**src/rtl/uart_autobaud_ctrl.sv**
```systemverilog
// Auto-baud controller: measures a 0x55 sync character and drives the 16x tick divisor.
// Optional macro AUTOBAUD_INTERVAL_CHECK_EN enables per-edge interval consistency checking.
module uart_autobaud_ctrl #(
    parameter logic [7:0]  DEFAULT_DIV = 8'd26,
    parameter logic [7:0]  MIN_DIV     = 8'd4,
    parameter logic [15:0] IDLE_CYCLES = 16'd1024
) (
    input  logic       clk,
    input  logic       rst,
    input  logic       rx,
    input  logic       start,
    output logic [7:0] baud_16x_in_cycles,
    output logic       busy,
    output logic       done,
    output logic       err,
    output logic       locked
);

    typedef enum logic [2:0] {
        S_IDLE,
        S_WAIT_IDLE,
        S_WAIT_START,
        S_MEASURE,
        S_CALC,
        S_DONE,
        S_FAIL
    } state_t;

    state_t      state_q, state_d;
    logic        rx_meta_q, rx_s_q, rx_prev_q;
    logic [15:0] cnt_q, cnt_d;
    logic [2:0]  fe_q, fe_d;
    logic [15:0] t_q, t_d;
    logic [7:0]  div_q, div_d;
    logic        busy_q, busy_d;
    logic        done_q, done_d;
    logic        err_q, err_d;
    logic        locked_q, locked_d;

    logic        falling_edge;
    logic [15:0] cnt_inc;
    logic [15:0] edge_pos;
    logic [16:0] sum17;
    logic [9:0]  q;
    logic [9:0]  q_m1;
    logic        calc_ok;
    logic        interval_bad;

    assign falling_edge = rx_prev_q & ~rx_s_q;
    assign cnt_inc      = (cnt_q == 16'hFFFF) ? cnt_q : cnt_q + 16'd1;
    assign edge_pos     = cnt_q + 16'd1;
    // Divide by 128 with rounding: 8 bit times over 16 ticks per bit.
    assign sum17        = {1'b0, t_q} + 17'd64;
    assign q            = 10'(sum17 >> 7);
    assign q_m1         = q - 10'd1;
    assign calc_ok      = (q != 10'd0) && (q_m1 >= {2'b00, MIN_DIV}) && (q_m1 <= 10'd255);

`ifdef AUTOBAUD_INTERVAL_CHECK_EN
    logic [15:0] i1_q, i1_d;
    logic [15:0] last_q, last_d;
    logic [15:0] ik;
    logic [15:0] ik_diff;

    assign ik           = edge_pos - last_q;
    assign ik_diff      = (ik > i1_q) ? (ik - i1_q) : (i1_q - ik);
    assign interval_bad = (fe_q != 3'd0) && (ik_diff > (i1_q >> 2));

    always_comb begin
        i1_d   = i1_q;
        last_d = last_q;
        if (state_q == S_MEASURE && falling_edge) begin
            last_d = edge_pos;
            if (fe_q == 3'd0) begin
                i1_d = edge_pos;
            end
        end
    end

    always_ff @(posedge clk or posedge rst) begin
        if (rst) begin
            i1_q   <= '0;
            last_q <= '0;
        end else begin
            i1_q   <= i1_d;
            last_q <= last_d;
        end
    end
`else
    assign interval_bad = 1'b0;
`endif

    always_comb begin
        state_d  = state_q;
        cnt_d    = cnt_q;
        fe_d     = fe_q;
        t_d      = t_q;
        div_d    = div_q;
        err_d    = err_q;
        locked_d = locked_q;
        case (state_q)
            S_IDLE: begin
                if (start) begin
                    state_d  = S_WAIT_IDLE;
                    cnt_d    = '0;
                    err_d    = 1'b0;
                    locked_d = 1'b0;
                end
            end
            S_WAIT_IDLE: begin
                if (!rx_s_q) begin
                    cnt_d = '0;
                end else if (cnt_q == IDLE_CYCLES - 16'd1) begin
                    state_d = S_WAIT_START;
                end else begin
                    cnt_d = cnt_inc;
                end
            end
            S_WAIT_START: begin
                if (falling_edge) begin
                    state_d = S_MEASURE;
                    cnt_d   = '0;
                    fe_d    = '0;
                end
            end
            S_MEASURE: begin
                cnt_d = cnt_inc;
                if (falling_edge) begin
                    fe_d = fe_q + 3'd1;
                end
                if (falling_edge && interval_bad) begin
                    state_d = S_FAIL;
                end else if (falling_edge && fe_q == 3'd3) begin
                    state_d = S_CALC;
                    t_d     = edge_pos;
                end else if (cnt_q == 16'hFFFF) begin
                    state_d = S_FAIL;
                end
            end
            S_CALC: begin
                if (calc_ok) begin
                    div_d    = q_m1[7:0];
                    locked_d = 1'b1;
                    state_d  = S_DONE;
                end else begin
                    state_d = S_FAIL;
                end
            end
            default: state_d = S_IDLE;
        endcase
        if (state_d == S_FAIL) begin
            err_d = 1'b1;
        end
        done_d = (state_d == S_DONE) || (state_d == S_FAIL);
        busy_d = (state_d != S_IDLE);
    end

    // Synchroniser resets high so a reset never fakes a falling edge.
    always_ff @(posedge clk or posedge rst) begin
        if (rst) begin
            rx_meta_q <= 1'b1;
            rx_s_q    <= 1'b1;
            rx_prev_q <= 1'b1;
            state_q   <= S_IDLE;
            cnt_q     <= '0;
            fe_q      <= '0;
            t_q       <= '0;
            div_q     <= DEFAULT_DIV;
            busy_q    <= 1'b0;
            done_q    <= 1'b0;
            err_q     <= 1'b0;
            locked_q  <= 1'b0;
        end else begin
            rx_meta_q <= rx;
            rx_s_q    <= rx_meta_q;
            rx_prev_q <= rx_s_q;
            state_q   <= state_d;
            cnt_q     <= cnt_d;
            fe_q      <= fe_d;
            t_q       <= t_d;
            div_q     <= div_d;
            busy_q    <= busy_d;
            done_q    <= done_d;
            err_q     <= err_d;
            locked_q  <= locked_d;
        end
    end

    assign baud_16x_in_cycles = div_q;
    assign busy               = busy_q;
    assign done               = done_q;
    assign err                = err_q;
    assign locked             = locked_q;

endmodule
```
**config.mk**
```make
export PLATFORM = sky130hd
export DESIGN_NAME = uart_autobaud_ctrl
export DESIGN_NICKNAME = d
export VERILOG_FILES = /design/src/rtl/uart_autobaud_ctrl.sv
export SDC_FILE = /design/constraint.sdc
export NUM_CORES = 1
export LEC_CHECK = 0
export ABC_AREA = 1
export BUFFER_PORTS_ARGS = -buffer_cell sky130_fd_sc_hd__buf_2
export CAP_MARGIN = 10
export CORE_MARGIN = 3
export CORE_UTILIZATION = 62
export CTS_CLUSTER_DIAMETER = 150
export CTS_CLUSTER_SIZE = 25
export DETAILED_ROUTE_END_ITERATION = 7
export PLACE_DENSITY = 0.81
export SYNTH_ARGS = -nofsm -noshare
export SYNTH_HDL_FRONTEND = slang
export SYNTH_SLANG_ARGS = --single-unit
```
**constraint.sdc**
```tcl
create_clock -name clk -period 5.5 [get_ports clk]
set_input_delay 0.275 -clock clk [delete_from_list [all_inputs] [get_ports clk]]
set_output_delay 0.275 -clock clk [all_outputs]
set_load 0.02 [all_outputs]
```
Yosys cells after proc, flatten, opt, wreduce, memory -nomap -nowiden. Index checks and enable logic that the tools add are counted.

Add/subtract/negate cells: 4. Magnitude comparators: 2. Eq/ne operators: 14. Multiplexer cells: 22. Bitwise operators: 2. Reduce and logical (&&, ||, !) cells: 18.

Operators by type and width (count): $mux W16 (5); $pmux W16 S4 (1); $mux W3 (8); $add A16 B7 Y17 const B (1); $add A16 B1 Y16 const B (1); $eq A16 B10 Y1 const B (1); $eq A16 B16 Y1 const B (1); $pmux W3 S5 (1); $ge A10 B3 Y1 const B (1); $le A10 B8 Y1 const B (1); $reduce_bool A10 Y1 (1); $sub A10 B1 Y10 const B (1); $eq A3 B2 Y1 const B (3); $eq A3 B3 Y1 const B (3); $ne A2 B2 Y1 const B (4); $reduce_bool A2 Y1 (4); $pmux W3 S2 (1); $reduce_and A2 Y1 (3); $reduce_and A3 Y1 (2); $mux W1 (4); $reduce_and A4 Y1 (1); $reduce_bool A4 Y1 (1); $add A3 B1 Y3 const B (1); $eq A3 B1 Y1 const B (1); 9 further kinds (11).

Register bits after elaboration: 53. Input bits: 4. Output and inout bits: 12.

Longest topological paths before layout.
Word-level depth: 10. Mapped depth: 17. Depth with buffers taken out: 17.

Worst setup path after synthesis. Ideal clock, no wire load.

Kind: register -> register. From: register t_q[6]. To: register div_q[2] (netlist: baud_16x_in_cycles[2]). Arrival: 2110 ps. Setup slack: 3273 ps. Cell stages (with the launch flop): 16. Period minus slack after synthesis: 2227 ps. Path through: dfrtp_1 > ha_1 > inv_1 > nand2_1 > nand2_1 > ha_1 > inv_1 > nor3_2 > nand2_1 > o21ai_0 > nand2_1 > nor2_4 > nand3_4 > buf_6 > nand2_2 > nand2_1.

Longest elaborated chain between the ends: 6. Elaborated cells between the ends (all ways): 8. Classes of those cells: add/sub: 2; order compare: 2; reduce/logical: 4.

Ends and longest elaborated chain: start: declaration (RTL line 33) `logic [15:0] t_q, t_d;`; start signal: assignment (RTL line 179) `t_q <= t_d;`; $add A16 B7 Y17 * (RTL line 53) `assign sum17 = {1'b0, t_q} + 17'd64;`; $sub A10 B1 Y10 (RTL line 55) `assign q_m1 = q - 10'd1;`; $ge A10 B3 Y1 (RTL line 56) `assign calc_ok = (q != 10'd0) && (q_m1 >= {2'b00, MIN_DIV}) && (q_m1 <= 10'd255);`; $logic_and A1 B1 Y1 (2 in series) (RTL line 56); $reduce_and A2 Y1 (no line); end signal: assignment (RTL line 180) `div_q <= div_d;`; end: declaration (RTL line 34) `logic [7:0] div_q, div_d;`.

Every way passes the cells marked *; elsewhere a longest branch is shown, timed or not. A chain may end at the register's enable or synchronous reset.

Worst setup path in the final report.
From: register t_q[6]. To: register busy_q (netlist: busy).

Longest elaborated chain between the ends: 8. Elaborated cells between the ends (all ways): 10. Classes of those cells: add/sub: 2; order compare: 2; mux: 2; reduce/logical: 4.

Ends and longest elaborated chain: $add A16 B7 Y17 * (RTL line 53); $sub A10 B1 Y10 (RTL line 55); $ge A10 B3 Y1 (RTL line 56); $logic_and A1 B1 Y1 (RTL line 56); $logic_and A1 B1 Y1 * (RTL line 56); $mux W2 * (RTL line 140) `if (calc_ok) begin`; $pmux W3 S5 * (RTL line 100) `case (state_q)`; net state_d[0] (RTL line 29) `state_t state_q, state_d;`; $reduce_bool A3 Y1 * (RTL line 154) `busy_d = (state_d != S_IDLE);`; net busy_d (RTL line 35) `logic busy_q, busy_d;`; end signal: assignment (RTL line 181) `busy_q <= busy_d;`; end: declaration (RTL line 35).

Mark *: on every way through the listed nets, which the timed path passes. The rest lies on a longest branch.

==> out/metrics.cfg <==
[outcome]
status=completed

[yosys]
yosysWarnings=0
netlist.area_leader.share_pct=36.49
synth_top_cell_by_area=dfrtp_1
syn_area_um2=2811
synth.avg_cell_area_um2=7.599
async_flop_share_pct=100.0
synth_edf_count=0
ys_seq_area_share_pct=42.10
netlist_instances=370
ys_ff_latch=47
synth.area.top_cells=dfrtp_1, nand2_1, inv_1
synth_cell_types=32
syn-num-nets=380
ys.flop_type=dfrtp_1

[clocking]
cts_setup_buffers=0
cts_resized=0
cts_tree=done
clockBufferDepth=2
cts.reportedPaths.clkPinSlew_ns=0.08
hold_buffers=0
cts_sinks=47
cts_root_buf=clkbuf_8
htreeDepth=2
clk_latency_ns=0.30
cts_made_buffers=5

[route]
routed_wl_um=5557
initialDrtViolationCount=144
vias_per_cell=5.521
wl_met3_um=280
wl_met1_um=2586
post-route-drc-count=0
met2_length_um=2560
wl_per_cell_um=12.69
drt_first_pass_iters=5
drtAntennaViolNets=0
routed-via-count=2418
routed.top_layer=met4

[worst_setup_path]
critPathRequiredTime_ns=5.69
regToRegSetupSlack_ns=2.90
reg2reg_to=busy$_DFF_PP0_
cp_cell_sequence=ha_1 > nand2_2 > nand2_1 > ha_1 > inv_1 > nor3_2 > nand2_1 > nand2_1 > nand2_1 > nor2_1 > nand3_1 > nand3_4 > nand2_1 > nor2_1 > nand2_1
cp.arrival_ns=2.79
cpMostUsedCell=nand2_1
cp_max_fo=17
crit_type=flop to flop
rr_worst_depth=15
startpoint_type=flop
cp_slowest_cell=dfrtp_1
worstSetupEndpointType=flop
cpPeakStageDelay_ns=0.45
r2r_start=t_q[6]$_DFFE_PP0P_

[timing]
final-setup-viol-count=0
worst_slack_ns=2.896
fmax_mhz=384.0
hold_viol=0
worstMarginPinSlew_ns=0.9249
finalCritPeriodShare_pct=47.35
max-slew-margin-rel_pct=38.25
rsz0062_at_grt=false
slew_viol_final=0
clock_skew_ns=0.003818
tns_ns=0
holdWs_ns=0.06994
fin_crit_ns=2.604

[floorplan]
dieArea_um2=5379
std_cell_rows=23
fp.coreArea_um2=4173
die-width_um=73.34
io_pins=16
fp.dieH_um=73.34
start_util_pct=67.38

[flow_run]
max-cap-violations=0

[place]
dp_hpwl_um=4173
io_buffer_count=15
pre_cts_ws_ns=2.904
dp_cells=430
gp_congestion=1.114

[power]
power.total_mw=0.5935
irDropWorstVdd_v=0.0001757
p_leak_nw=1.479
power_density_nw_per_um2=196.2

[cells_and_area]
final_common_cell=nand2_1
areaGrowthSynthToFinish_pct=7.610
nFillCells=331
nets=397
drive_gt1_share_pct=15.72
stdcell_count=438
antenna_cells=0
layout_common_cells=nand2_1, inv_1, dfrtp_1

[global_routing]
grt_pass1_wl_um=9742
grt_pass1_vias=2185
overflow=0
grt_usage_pct=23.15
grt_max_degree=48
antenna_found_initial=0

[min_path]
hold_path_end=rx_meta_q$_DFF_PP1_
hp-start=rx
hold_path_class=input port to flop
min_path_cells=1

## worst max path at each step
stage                                    start                                end  slack, ns  depth (start not counted)
after global routing        t_q[6]$_DFFE_PP0P_                     busy$_DFF_PP0_       2.50                         15
after CTS                 cnt_q[0]$_DFFE_PP0P_               cnt_q[3]$_DFFE_PP0P_       2.87                         12
final                       t_q[6]$_DFFE_PP0P_                     busy$_DFF_PP0_       2.90                         15
after detailed placement  cnt_q[0]$_DFFE_PP0P_               cnt_q[3]$_DFFE_PP0P_       2.90                         12
after global placement      t_q[6]$_DFFE_PP0P_                     busy$_DFF_PP0_       2.98                         15
after floorplan             t_q[6]$_DFFE_PP0P_  baud_16x_in_cycles[2]$_DFFE_PP0N_       3.27                         15
## metrics by stage
| step | area, um^2 | util, % |
|---|---|---|
| final | 3025 | 72.50 |
| after CTS | 3025 | 72.50 |
| after detailed placement | 2922 | 70.02 |
| after floorplan | 2811 | - |
| after global placement | 2922 | 70.02 |
| after global routing | 3025 | 72.50 |
## state kept, by name, indices dropped and copies added, names as in the netlist, 3 cells and up
signal	flops
baud_16x_in_cycles	8
cnt_q	16
fe_q	3
state_q	3
t_q	10
## where the power goes
group          leakage, nW  switching, mW  internal (mW)
clock               0.0505          0.112          0.114
combinational        0.816         0.0118        0.00422
sequential           0.612        0.00251          0.349
total                 1.48          0.126          0.468
## cell families (layout without fill, tap and decap cells)
| logic type | after synthesis | count (layout) | share of synthesized area, % |
|---|---|---|---|
| AND/OR/NAND/NOR | 187 | 187 | 31.29 |
| AO/OA/AOI/OAI | 60 | 60 | 12.10 |
| buffers and inverters | 58 | 76 | 8.055 |
| flip-flops | 47 | 47 | 42.10 |
| XOR/XNOR | 11 | 11 | 3.427 |
| adder cells (fa/ha/maj) | 6 | 6 | 2.670 |
| multiplexers | 1 | 1 | 0.3560 |
## critical path, delay by kind of cell (launching register included)
family                   cells  cell delay, ns
adder cells (fa/ha/maj)      2            0.51
buffers and inverters        1            0.07
flip-flops                   1            0.45
AND/OR/NAND/NOR             12            1.46
## area by class of cell
class,instances,area [um^2],area share (%)
Multi-Input combinational cell,265,1401,46.32
Clock buffer,7,96.34,3.184
Tap cell,50,62.56,2.068
Inverter,53,198.9,6.576
Timing Repair Buffer,15,75.07,2.481
Sequential cell,47,1184,39.12
Clock inverter,1,7.507,0.2481
## cells in the mapped netlist (2+ instances only)
cell type  count
ha_1           6
nor3_1         7
nand3_1       21
o21ai_0       26
xor2_1        11
nor4_1         2
dfstp_2        6
nor2_4         4
nor2_1        32
o21a_1         2
a21oi_1       18
o21ai_2        5
inv_1         52
nor2_2         4
nand2_1       89
nand4_1       10
nand2_2       12
o21bai_1       2
nand3_2        3
o22ai_1        4
clkbuf_1       3
dfrtp_1       41
## per-layer routing
layer,global-route usage (%),vias to the layer above
li1,-,1226
met4,9.054,0
met3,4.514,17
met5,0,-
met2,36.64,71
met1,31.46,1104
Note: power is estimated with default switching activity, not from simulation.
